<file path="src/rtl/tof_counter.sv">
// tof_counter: counts cycles from start pulse to echoes and reports first/last echo, echo count or timeout.
module tof_counter #(
  parameter int CNT_W = 16,
  parameter int MAX_CNT = 50000,
  parameter int BLANK_CYC = 8
) (
  input  logic             clk,
  input  logic             rst,
  input  logic             start_imp,
  input  logic             stop_imp,
  output logic             busy,
  output logic             overrun,
  output logic             res_valid,
  input  logic             res_ready,
  output logic [CNT_W-1:0] first_cnt,
  output logic [CNT_W-1:0] last_cnt,
  output logic [2:0]       echo_num,
  output logic             timeout
);
  typedef enum logic [1:0] {IDLE, BLANK, MEASURE, DONE} state_t;
  localparam logic [CNT_W-1:0] ONE = CNT_W'(1);
  localparam logic [CNT_W-1:0] BLANK_LIM = CNT_W'(BLANK_CYC);
  localparam logic [CNT_W-1:0] MAX_LIM = CNT_W'(MAX_CNT);
  state_t state, state_n;
  logic [CNT_W-1:0] cnt, cnt_n;
  logic acc, fin;
  logic [2:0] num_n;
  // cnt holds the count that the next edge samples, so the start edge itself is count 0
  always_comb begin
    busy = state == BLANK || state == MEASURE;
    res_valid = state == DONE;
    cnt_n = cnt + ONE;
    acc = busy && stop_imp && cnt >= BLANK_LIM;
    fin = busy && cnt == MAX_LIM;
    num_n = acc ? echo_num + {2'b00, echo_num != 3'd7} : echo_num;
    state_n = state == IDLE ? (start_imp ? (BLANK_CYC > 1 ? BLANK : MEASURE) : IDLE)
            : busy ? (fin ? DONE : (cnt_n < BLANK_LIM ? BLANK : MEASURE))
            : (res_ready ? IDLE : DONE);
  end
  always_ff @(posedge clk) begin
    if (rst) begin
      state <= IDLE;
      cnt <= '0;
      first_cnt <= '0;
      last_cnt <= '0;
      echo_num <= '0;
      timeout <= 1'b0;
      overrun <= 1'b0;
    end else begin
      state <= state_n;
      overrun <= start_imp && state != IDLE;
      if (state == IDLE && start_imp) begin
        cnt <= ONE;
        first_cnt <= '0;
        last_cnt <= '0;
        echo_num <= '0;
        timeout <= 1'b0;
      end else if (busy) begin
        cnt <= fin ? cnt : cnt_n;
        if (acc && echo_num == 3'd0) first_cnt <= cnt;
        if (acc) last_cnt <= cnt;
        echo_num <= num_n;
        if (fin) timeout <= num_n == 3'd0;
      end
    end
  end
endmodule
</file>
<file path="config.mk">
export PLATFORM = sky130hd
export DESIGN_NAME = tof_counter
export DESIGN_NICKNAME = d
export VERILOG_FILES = /design/src/rtl/tof_counter.sv
export SDC_FILE = /design/constraint.sdc
export NUM_CORES = 1
export LEC_CHECK = 0
export CORE_MARGIN = 2
export CORE_UTILIZATION = 35
export CTS_CLUSTER_SIZE = 8
export DETAILED_ROUTE_END_ITERATION = 7
export MAX_ROUTING_LAYER = met4
export SLEW_MARGIN = 20
export SYNTH_ARGS = -nofsm -noshare
export SYNTH_HDL_FRONTEND = slang
export SYNTH_SLANG_ARGS = --single-unit
</file>
<file path="constraint.sdc">
create_clock -name clk -period 2.12 [get_ports clk]
set_input_delay 0.53 -clock clk [delete_from_list [all_inputs] [get_ports clk]]
set_output_delay 0.53 -clock clk [all_outputs]
set_load 0.005 [all_outputs]
</file>
; ---- After elaboration in Yosys (flattened, before gate mapping)
; Index checks and enable logic that the tools add are counted.
[totals]
register_bits = 55
latch_bits = 0
mem_bits_rw = 0
romBits = 0
memories = 0
[classes]
addsub = 2
multipliers = 0
div_mod_pow = 0
magnitude_cmp = 2
n_eq_ne = 6
n_shift = 0
muxes = 10
bitwise = 1
n_reduce_logical = 18
[ops]
columns = cell, count
row1 = 16-bit by 1-bit adder with 16-bit output (second input constant), 1
row2 = 16-bit equality test (second input constant), 1
row3 = 16-bit by 4-bit greater-or-equal comparator with 1-bit output (second input constant), 1
row4 = 16-bit by 4-bit < comparator with 1-bit output (second input constant), 1
row5 = 2-bit two-way mux, 5
row6 = 2-bit AND reduction, 5
row7 = 1-bit logical AND, 6
row8 = 3-bit zero test, 2
row9 = 2-bit equality test (second input constant), 2
row10 = 1-bit two-way mux, 4
row11 = 2-bit nonzero test, 2
row12 = 3-bit by 1-bit adder with 3-bit output, 1
row13 = 3-bit two-way mux, 1
row14 = 3-bit inequality test (second input constant), 1
row15 = 2-bit by 1-bit equality test with 1-bit output (second input constant), 1
row16 = 2-bit zero test, 1
row17 = 2-bit by 1-bit inequality test with 1-bit output (second input constant), 1
row18 = 2-bit OR reduction, 1
row19 = 1-bit logical OR, 1
row20 = 1-bit NOT, 1

; ---- Depth between registers and ports, before layout
; Gate-level depths: netlist of run 1.
[depth]
depth_word = 6
depth_mapped = 10

; ---- Worst setup path after synthesis of run 1
; Ideal clock, no wire load.
[synth_path]
path_kind = register to register
start = register cnt[10]
end = register cnt[2]
setup_ns = 0.128
t_arrival_ns = 1.824
t_required_ns = 1.992
slack_ns = 0.169
path_stages_with_launch = 10
synth_period_minus_slack_ns = 1.951
path_cell_list = dfxtp_1 > buf_6 > or4_4 > nor4_4 > nor2b_2 > buf_6 > buf_12 > nand2_2 > xor2_1 > nor2_1
[synth_via]
elab_chain_cells = 4
[synth_rtl]
columns = element, line
row1 = "start, declared", 25  ; logic [CNT_W-1:0] cnt, cnt_n;
row2 = "start signal, assigned", 59  ; cnt <= fin ? cnt : cnt_n;
row3 = 16-bit equality test, 34  ; fin = busy && cnt == MAX_LIM;
row4 = 1-bit logical AND, 34
row5 = 1-bit NOT (no line), -
row6 = 2-bit AND reduction (no line), -
; No other way between the ends.
; A chain may end at the register's enable or synchronous reset.

; ---- Final worst setup path of run 1
[layout_path]
start = register state[1]
end = output busy
[layout_via]
elab_chain_cells = 2
word_cells_on_any_way = 3
[layout_rtl]
columns = element, line
row1 = "start, declared", 24  ; state_t state, state_n;
row2 = "start signal, assigned", 50  ; state <= state_n;
row3 = 2-bit by 1-bit equality test with 1-bit output or 2-bit equality test (tied branches), 30  ; busy = state == BLANK || state == MEASURE;
row4 = 1-bit logical OR *, 30
row5 = "end, declared", 11  ; output logic busy,
; Mark *: on every way between the ends. The rest lies on a longest branch, timed or not.

==> results.cfg, run 1 <==
[global_routing]
grt.overflow.total = 0
antenna_found_initial = 0
grt_pass1_wl_um = 10700
grt_usage_pct = 16.3
grt_pass1_vias = 2137
grt_max_degree = 52

[die]
num_rows = 31
core_um2 = 7330
initial_core_util_pct = 36.4
die-area_um2 = 8350
die_w_um = 91.4
ioPinCount = 44
die_y_um = 91.4

[layout]
fill_cells = 702
ff_latch_area_um2 = 1100
layout_commonest_cell = nor2_1
final_cell_area_um2 = 3420
final_cell_mix = nor2_1, dfxtp_1, clkdlybuf4s50_1
antenna_cells = 0
drive_above_1_share_pct = 15.8
multi_input_area_um2 = 1360
syn2layout_area_growth_pct = 28.1
nets = 345
instances_no_fill = 434

[cts]
root_buffer = clkbuf_8
cts_sinks = 55
clk_pin_slew_worst_paths_ns = 0.10
clk_path_buf_depth = 2
numCtsBuffers = 5
htree_levels = 2
cts_tree = built
clk_latency_ns = 0.31
cts_setup_buffers = 0

[setup_path]
crit_start = state[1]
r2r-end = cnt[6]
end_kind = primary output
reg2reg_from = cnt[10]
worst_setup_path_start_kind = flop
cp_data_arrival_time_ns = 1.54
r2r_cells = 7
reg2reg_slack_ns = 0.14
worst_ep_required_time_ns = 1.59
setup.worst_path.class = flop to primary output
cp_max_fo = 6
cp-endpoint = busy

[placed_design]
io_buffers = 43
dp_slack_ns = 0.0770
dp.cells = 426
gp_congestion = 0.868
dp_hpwl_um = 4470
place_area_um2 = 3250

[timing]
finalSetupViolations = 0
timing.final.hold_violations = 0
hold_ws_ns = 0.497
finalClockSkew_ns = 0.0104
fin_setup_tns_ns = 0
slew-limit-headroom_pct = 76.1
rsz0062_at_grt = no
slew_violations = 0
setup_ws_ns = 0.0456
period_minus_slack_ns = 2.07
period_share_pct = 97.9
fmax_ghz = 0.482
worst_pin_slew_ns = 0.358

[logic_synthesis]
syn_nets = 299
synth_edf_count = 0
yosysSeqAreaShare_pct = 41.2
synth.distinct_cells = 45
synth.avg_cell_area_um2 = 9.28
synth_async_sr_flop_share_pct = 0
synthFlopType = dfxtp_1
syn_area_um2 = 2670
synth_seq_cells = 55
synthesis.instances = 288
yosys_warnings = 0

[route]
dr.pass1.iters = 4
ant_nets = 0
routed_wl_um = 6300
via_per_inst = 4.93
vias = 2138
drt-initial-drc-count = 108
wl_per_cell_um = 14.5
drc_errors = 0

[power_and_ir_drop]
leakage_uw = 0.00144
power.density_nw_per_um2 = 621
ir_drop_mv = 0.284

[flow_run]
cap_viol_max_count = 0

[run_status]
status = complete, no violations

[hold_path]
hp-class = flop to flop
==> per-stage QoR <==
| stage | power (uW) | util, % |
|---|---|---|
| global route | 2230 | 46.7 |
| CTS | 2150 | 46.4 |
| floorplan | 1310 | - |
| global placement | 1320 | 44.4 |
| finish | 2120 | 46.7 |
| detailed placement | 1320 | 44.4 |
==> layout make-up <==
class / count / area share [%]
Multi-Input combinational cell: 198 / 39.8
Sequential cell: 55 / 32.2
Timing Repair Buffer: 67 / 19.7
Tap cell: 99 / 3.62
Clock inverter: 2 / 1.76
Inverter: 7 / 0.768
Clock buffer: 6 / 2.12
==> cells in the mapped netlist, types with 2 or more instances <==
library cell,number,share of area [%]
a211oi_1,2,0.56
a21oi_1,9,1.7
a31oi_1,3,0.70
and2_1,2,0.47
and3_1,5,1.2
buf_2,8,1.5
buf_4,2,0.56
buf_6,5,2.1
clkbuf_1,9,1.3
dfxtp_1,55,41
ha_1,6,2.8
inv_1,7,0.98
mux2i_1,29,11
nand2_1,6,0.84
nand2_2,5,1.2
nand3_1,3,0.56
nand3_2,2,0.75
nand4_1,14,3.3
nor2_1,64,9.0
nor3_1,3,0.56
nor4_1,6,1.4
o21ai_0,2,0.37
xnor2_1,6,2.0
xor2_1,14,4.6
==> routing by layer <==
metal	wire length (um)	track usage, %	part of all wire [%]	up-vias
met3	195	2.74	3.1	5
li1	-	-	-	1068
met1	3000	20.5	48	1019
met2	3060	27.7	49	46
met5	0	-	0	-
met4	38	3.03	0.60	0
==> cell families after synthesis <==
| kind of cell | count (synthesis) | share of synthesized area [%] |
|---|---|---|
| fa+ha+maj | 6 | 2.81 |
| mux | 29 | 10.9 |
| compound gates | 23 | 5.76 |
| simple gates | 120 | 23.7 |
| flops | 55 | 41.2 |
| xor+xnor | 20 | 6.56 |
| buf+inv | 35 | 9.09 |
==> what timing repair did <==
item	4_1_cts	5_1_grt
pin swaps	0	0
hold endpoints to repair	0	0
hold buffers	0	0
setup endpoints to repair	1	3
resized for setup	2	6
cloned	0	0
==> how the worst min path moves through the flow <==
stage,startpoint,end,cells past startpoint
finish,last_cnt[12],last_cnt[12],2
detailed placement,last_cnt[12],last_cnt[12],2
floorplan,first_cnt[0],first_cnt[0],2
global route,first_cnt[1],first_cnt[1],2
CTS,last_cnt[12],last_cnt[12],2
global placement,first_cnt[12],first_cnt[12],2
==> flip-flops by register name (all words and copies together) (netlist names) <==
| register | cells |
|---|---|
| cnt | 16 |
| echo_num | 3 |
| first_cnt | 16 |
| last_cnt | 16 |
| overrun | 1 |
| state | 2 |
| timeout | 1 |
==> power by group <==
| part | total, uW | leakage [uW] | internal (uW) | switching, uW |
|---|---|---|---|---|
| clock | 806 | 0.0000654 | 472 | 334 |
| sequential | 1070 | 0.000444 | 1050 | 16.7 |
| combinational | 252 | 0.000929 | 104 | 148 |
==> critical path: stages (launching register included) <==
cell and delay, ns:
dfxtp_1 0.35, inv_1 0.07, ha_4 0.30, clkdlybuf4s50_1 0.50
Note: power is estimated with default switching activity, not from simulation.
==> inputs of run 2 (changes only) <==
- CTS_BUF_LIST: default -> sky130_fd_sc_hd__clkbuf_8 sky130_fd_sc_hd__clkbuf_16
==> run 2 against run 1 <==
Sequential share of layout area unchanged. Global-route usage is the same. Clock power fell by 0.5%. Critical endpoint unchanged. Total power shrank 0.21%. Clock-buffer cell count decreased by 1. Clock skew unchanged. Sequential cell count is the same. Core utilization is the same. Sequential power barely moved. Combinational power about the same. Fmax about the same.
==> results.cfg, run 2 (synthesis gave the netlist of run 1 again) <==
[placed_design]
io_buffers = 43
place_area_um2 = 3250
dp_hpwl_um = 4470
gp_congestion = 0.868
dp_slack_ns = 0.0770

[global_routing]
grt_max_degree = 52
grt_usage_pct = 16.3
grt_pass1_wl_um = 10700
antenna_found_initial = 0
grt.overflow.total = 0
grt_pass1_vias = 2137

[layout]
syn2layout_area_growth_pct = 28.1
drive_above_1_share_pct = 15.8
final_cell_mix = nor2_1, dfxtp_1, clkdlybuf4s50_1
antenna_cells = 0
fin_util_pct = 46.7
layout_commonest_cell = nor2_1
largestRegisters = cnt x16, first_cnt x16, last_cnt x16
final_cell_area_um2 = 3420
nets = 345

[power_and_ir_drop]
ir_drop_mv = 0.284
leakage_uw = 0.00144
power.density_nw_per_um2 = 619
power_uw = 2120

[run_status]
status = complete, no violations

[cts]
clk_latency_ns = 0.31
numCtsBuffers = 5
root_buffer = clkbuf_8
clk_path_buf_depth = 2
cts_tree = built
cts_sinks = 55
clk_pin_slew_worst_paths_ns = 0.10
cts_setup_buffers = 0
htree_levels = 2

[die]
die-area_um2 = 8350
die_w_um = 91.4
core_um2 = 7330
initial_core_util_pct = 36.4
num_rows = 31
ioPinCount = 44
die_y_um = 91.4

[setup_path]
cp_max_fo = 6
end_kind = primary output
reg2reg_from = cnt[10]
worst_setup_path_start_kind = flop
cp_data_arrival_time_ns = 1.54
setup.worst_path.class = flop to primary output
crit_start = state[1]
worst_ep_required_time_ns = 1.59

[route]
dr.pass1.iters = 4
ant_nets = 0
routed_wl_um = 6300
drc_errors = 0
drt-initial-drc-count = 108
wl_per_cell_um = 14.5
vias = 2138
via_per_inst = 4.93

[hold_path]
hp-class = flop to flop
worstHoldStart = last_cnt[12]

[timing]
period_share_pct = 97.9
rsz0062_at_grt = no
finalSetupViolations = 0
finalClockSkew_ns = 0.0104
fin_setup_tns_ns = 0
worst_pin_slew_ns = 0.358
timing.final.hold_violations = 0
fmax_ghz = 0.482
period_minus_slack_ns = 2.07
slew-limit-headroom_pct = 76.1
setup_ws_ns = 0.0456
slew_violations = 0

[flow_run]
cap_viol_max_count = 0
[run 2: report_power, final]
| part | switching [uW] | leakage, uW | internal, uW | total (uW) |
|---|---|---|---|---|
| registers | 16.7 | 0.000444 | 1050 | 1070 |
| clock network | 334 | 0.0000695 | 467 | 802 |
| logic | 148 | 0.000929 | 104 | 252 |
| total | 499 | 0.00144 | 1620 | 2120 |
[run 2: what timing repair did]
item | in CTS | in global routing
setup endpoints to repair | 1 | 3
hold buffers | 0 | 0
resized for setup | 2 | 6
[run 2: final cells by class]
type,instances,area [um2]
repair buffers,67,673
clock inverters,3,63.8
multi-input cells,198,1360
flip-flops and latches,55,1100
inverters,7,26.3
fillers,702,3910
well taps,99,124
clock buffers,5,68.8
[run 2: stage by stage]
stage,hold WS [ns],std cells
after global routing,0.522,434
after CTS,0.505,434
after floorplan,0.479,288
after detailed placement,0.478,426
final,0.497,434
after global placement,0.474,426
[run 2: worst paths after layout]
| check | endpoint | slack [ns] | cells after the start |
|---|---|---|---|
| max | busy | 0.05 | 3 |
| min | last_cnt[12] | 0.50 | 2 |
| max reg2reg | cnt[6] | 0.14 | 7 |
| min reg2reg | last_cnt[12] | 0.50 | 2 |
[run 2: routing by layer]
layer  up-vias  track usage, %  share of wire (%)
li1       1068               -                  -
met1      1019            20.5                 48
met2        46            27.7                 49
met3         5            2.74                3.1
met4         0            3.03               0.60
met5         -               -                  0
[run 2: critical path, stage by stage, from the launching register on]
cell and delay (ns):
dfxtp_1 0.35, inv_1 0.07, ha_4 0.30, clkdlybuf4s50_1 0.50
==> inputs of run 3 (changes only) <==
--- a/config.mk
+++ b/config.mk
@@ -7,2 +7,3 @@
 export LEC_CHECK = 0
+export CAP_MARGIN = 20
 export CORE_MARGIN = 2
@@ -12,2 +13,3 @@
 export DETAILED_ROUTE_END_ITERATION = 7
+export GPL_TIMING_DRIVEN = 0
 export MAX_ROUTING_LAYER = met4
--- a/constraint.sdc
+++ b/constraint.sdc
@@ -3,2 +3,2 @@
 set_output_delay 0.53 -clock clk [all_outputs]
-set_load 0.005 [all_outputs]
+set_load 0.01 [all_outputs]
==> run 3 against run 2 <==
Largest cell class unchanged. Critical endpoint is now state[0]. Clock-buffer cell count unchanged. Fmax down 0.82%. Clock skew up 0.0018 ns. Sequential power about the same.
==> results.cfg, run 3 (synthesis gave the netlist of run 1 again) <==
[hold_path]
hp-class = flop to flop
worstHoldStart = first_cnt[12]
whs_endpoint = first_cnt[12]
hold_path_depth = 2

[setup_path]
worst_ep_required_time_ns = 2.37
path_cells = buf_2 > nand4_1 > nor4_2 > a31oi_1 > o41a_2 > o22ai_2
end_kind = flop
cp_data_arrival_time_ns = 2.34
r2r_cells = 6
slowest_stage = o41a_2
crit_start = cnt[6]
r2r-end = state[0]
reg2reg_slack_ns = 0.03
cpPeakStageDelay_ns = 0.53
cp_max_fo = 9
worst_setup_path_start_kind = flop
critPathTopFamily = compound AO/OA/AOI/OAI gates
reg2reg_from = cnt[6]
setup.worst_path.class = flop to flop
path_buf_inv = 1

[cts]
root_buffer = clkbuf_8
clk_latency_ns = 0.32
clk_path_buf_depth = 2
clk_pin_slew_worst_paths_ns = 0.10
cts_sinks = 55
htree_levels = 2
postCtsHoldBufs = 0
cts_tree = built
numCtsBuffers = 5

[route]
vias = 2217
wl_per_cell_um = 14.7
dr.pass1.iters = 5
via_per_inst = 5.02
drc_errors = 0
ant_nets = 0
drt-initial-drc-count = 210
routed_wl_um = 6510

[timing]
setup_ws_ns = 0.0285
slew_violations = 0
period_share_pct = 98.7
finalSetupViolations = 0
finalClockSkew_ns = 0.0123
fin_setup_tns_ns = 0
fmax_ghz = 0.478
timing.final.hold_violations = 0
slew-limit-headroom_pct = 60.3
worst_pin_slew_ns = 0.595
period_minus_slack_ns = 2.09

[run_status]
status = complete, no violations

[layout]
drive_above_1_share_pct = 16.6
syn2layout_area_growth_pct = 29.4
layout_commonest_cell = nor2_1
final_cell_mix = nor2_1, dfxtp_1, clkdlybuf4s50_1
ff_latch_area_um2 = 1110
antenna_cells = 0
largestRegisters = cnt x16, first_cnt x16, last_cnt x16
fill_cells = 719
nets = 353
multi_input_area_um2 = 1400

[power_and_ir_drop]
swShare_pct = 27.7
comb_power_share_pct = 15.8
seqPwrFrac_pct = 53.7
p_int_uw = 1440
p_clk_share_pct = 30.6
power_uw = 1990
ir_drop_mv = 0.292
power.density_nw_per_um2 = 577
netSwitchingPower_uw = 553
leakage_uw = 0.00145

[die]
ioPinCount = 44
initial_core_util_pct = 36.4
die-area_um2 = 8350
num_rows = 31
core_um2 = 7330
die_y_um = 91.4
die_w_um = 91.4

[placed_design]
gp_congestion = 0.835
dp_hpwl_um = 4510
io_buffers = 43
dp_slack_ns = -0.125

[global_routing]
grt_usage_pct = 16.3
grt_pass1_vias = 2074
grt_pass1_wl_um = 10700
grt_max_degree = 19
antenna_found_initial = 0
grt.overflow.total = 0

[flow_run]
cap_viol_max_count = 0
run 3: cell types whose count changed in the layout (fill, tap and decap cells not counted), moves of 3 or more:
cell,change
buf_4,-12
clkbuf_1,+7
buf_2,+4
buf_6,+5
buf_12,-3
run 3: area by class of cell:
cell class | count | share of cell area (%)
multi-input combinational | 198 | 40.6
sequential | 55 | 32.1
timing repair buffer | 47 | 13.3
buffer | 28 | 6.99
tap | 99 | 3.58
clock buffer | 5 | 1.99
inverter | 7 | 0.760
clock inverter | 3 | 0.652
run 3: tightest hold or removal path, cell delays in order (launching register included):
cell     delay, ns
dfxtp_1       0.34
a21oi_1       0.06
nor2_1        0.07
run 3: metal layers:
| layer | track usage, % | wire length [um] | up-vias | part of all wire [%] |
|---|---|---|---|---|
| li1 | - | - | 1085 | - |
| met1 | 22.9 | 3180 | 1057 | 49 |
| met2 | 25.1 | 3000 | 71 | 46 |
| met3 | 2.49 | 308 | 4 | 4.7 |
| met4 | 3.16 | 22 | 0 | 0.34 |
| met5 | - | 0 | - | 0 |
run 3: how the worst max path moves through the flow:
stage | to | depth (start not counted)
2_1_floorplan | cnt[2] | 9
3_3_place_gp | last_cnt[3] | 5
3_5_place_dp | last_cnt[3] | 5
4_1_cts | last_cnt[3] | 7
5_1_grt | state[0] | 6
6_report | state[0] | 6
run 3: power by group through the flow:
stage	Combinational (uW)	Sequential, uW	Clock (uW)
2_1_floorplan	227	1080	0
3_3_place_gp	309	1090	0
3_5_place_dp	308	1090	0
4_1_cts	311	1070	620
5_1_grt	342	1070	665
6_report	315	1070	609
run 3: repair_timing:
item,in CTS,in global routing
gates resized for setup,3,27
gates cloned,0,0
endpoints found under the setup margin,7,30
setup buffers,1,3
pin swaps,1,9
run 3: metrics by stage:
stage          cells  area, um2  hold WS, ns  utilization [%]
3_3_place_gp     430       3230        0.472             44.0
4_1_cts          439       3330        0.506             45.5
6_report         442       3460        0.498             47.1
5_1_grt          442       3460        0.533             47.1
2_1_floorplan    288       2670        0.524                -
3_5_place_dp     430       3230        0.482             44.0
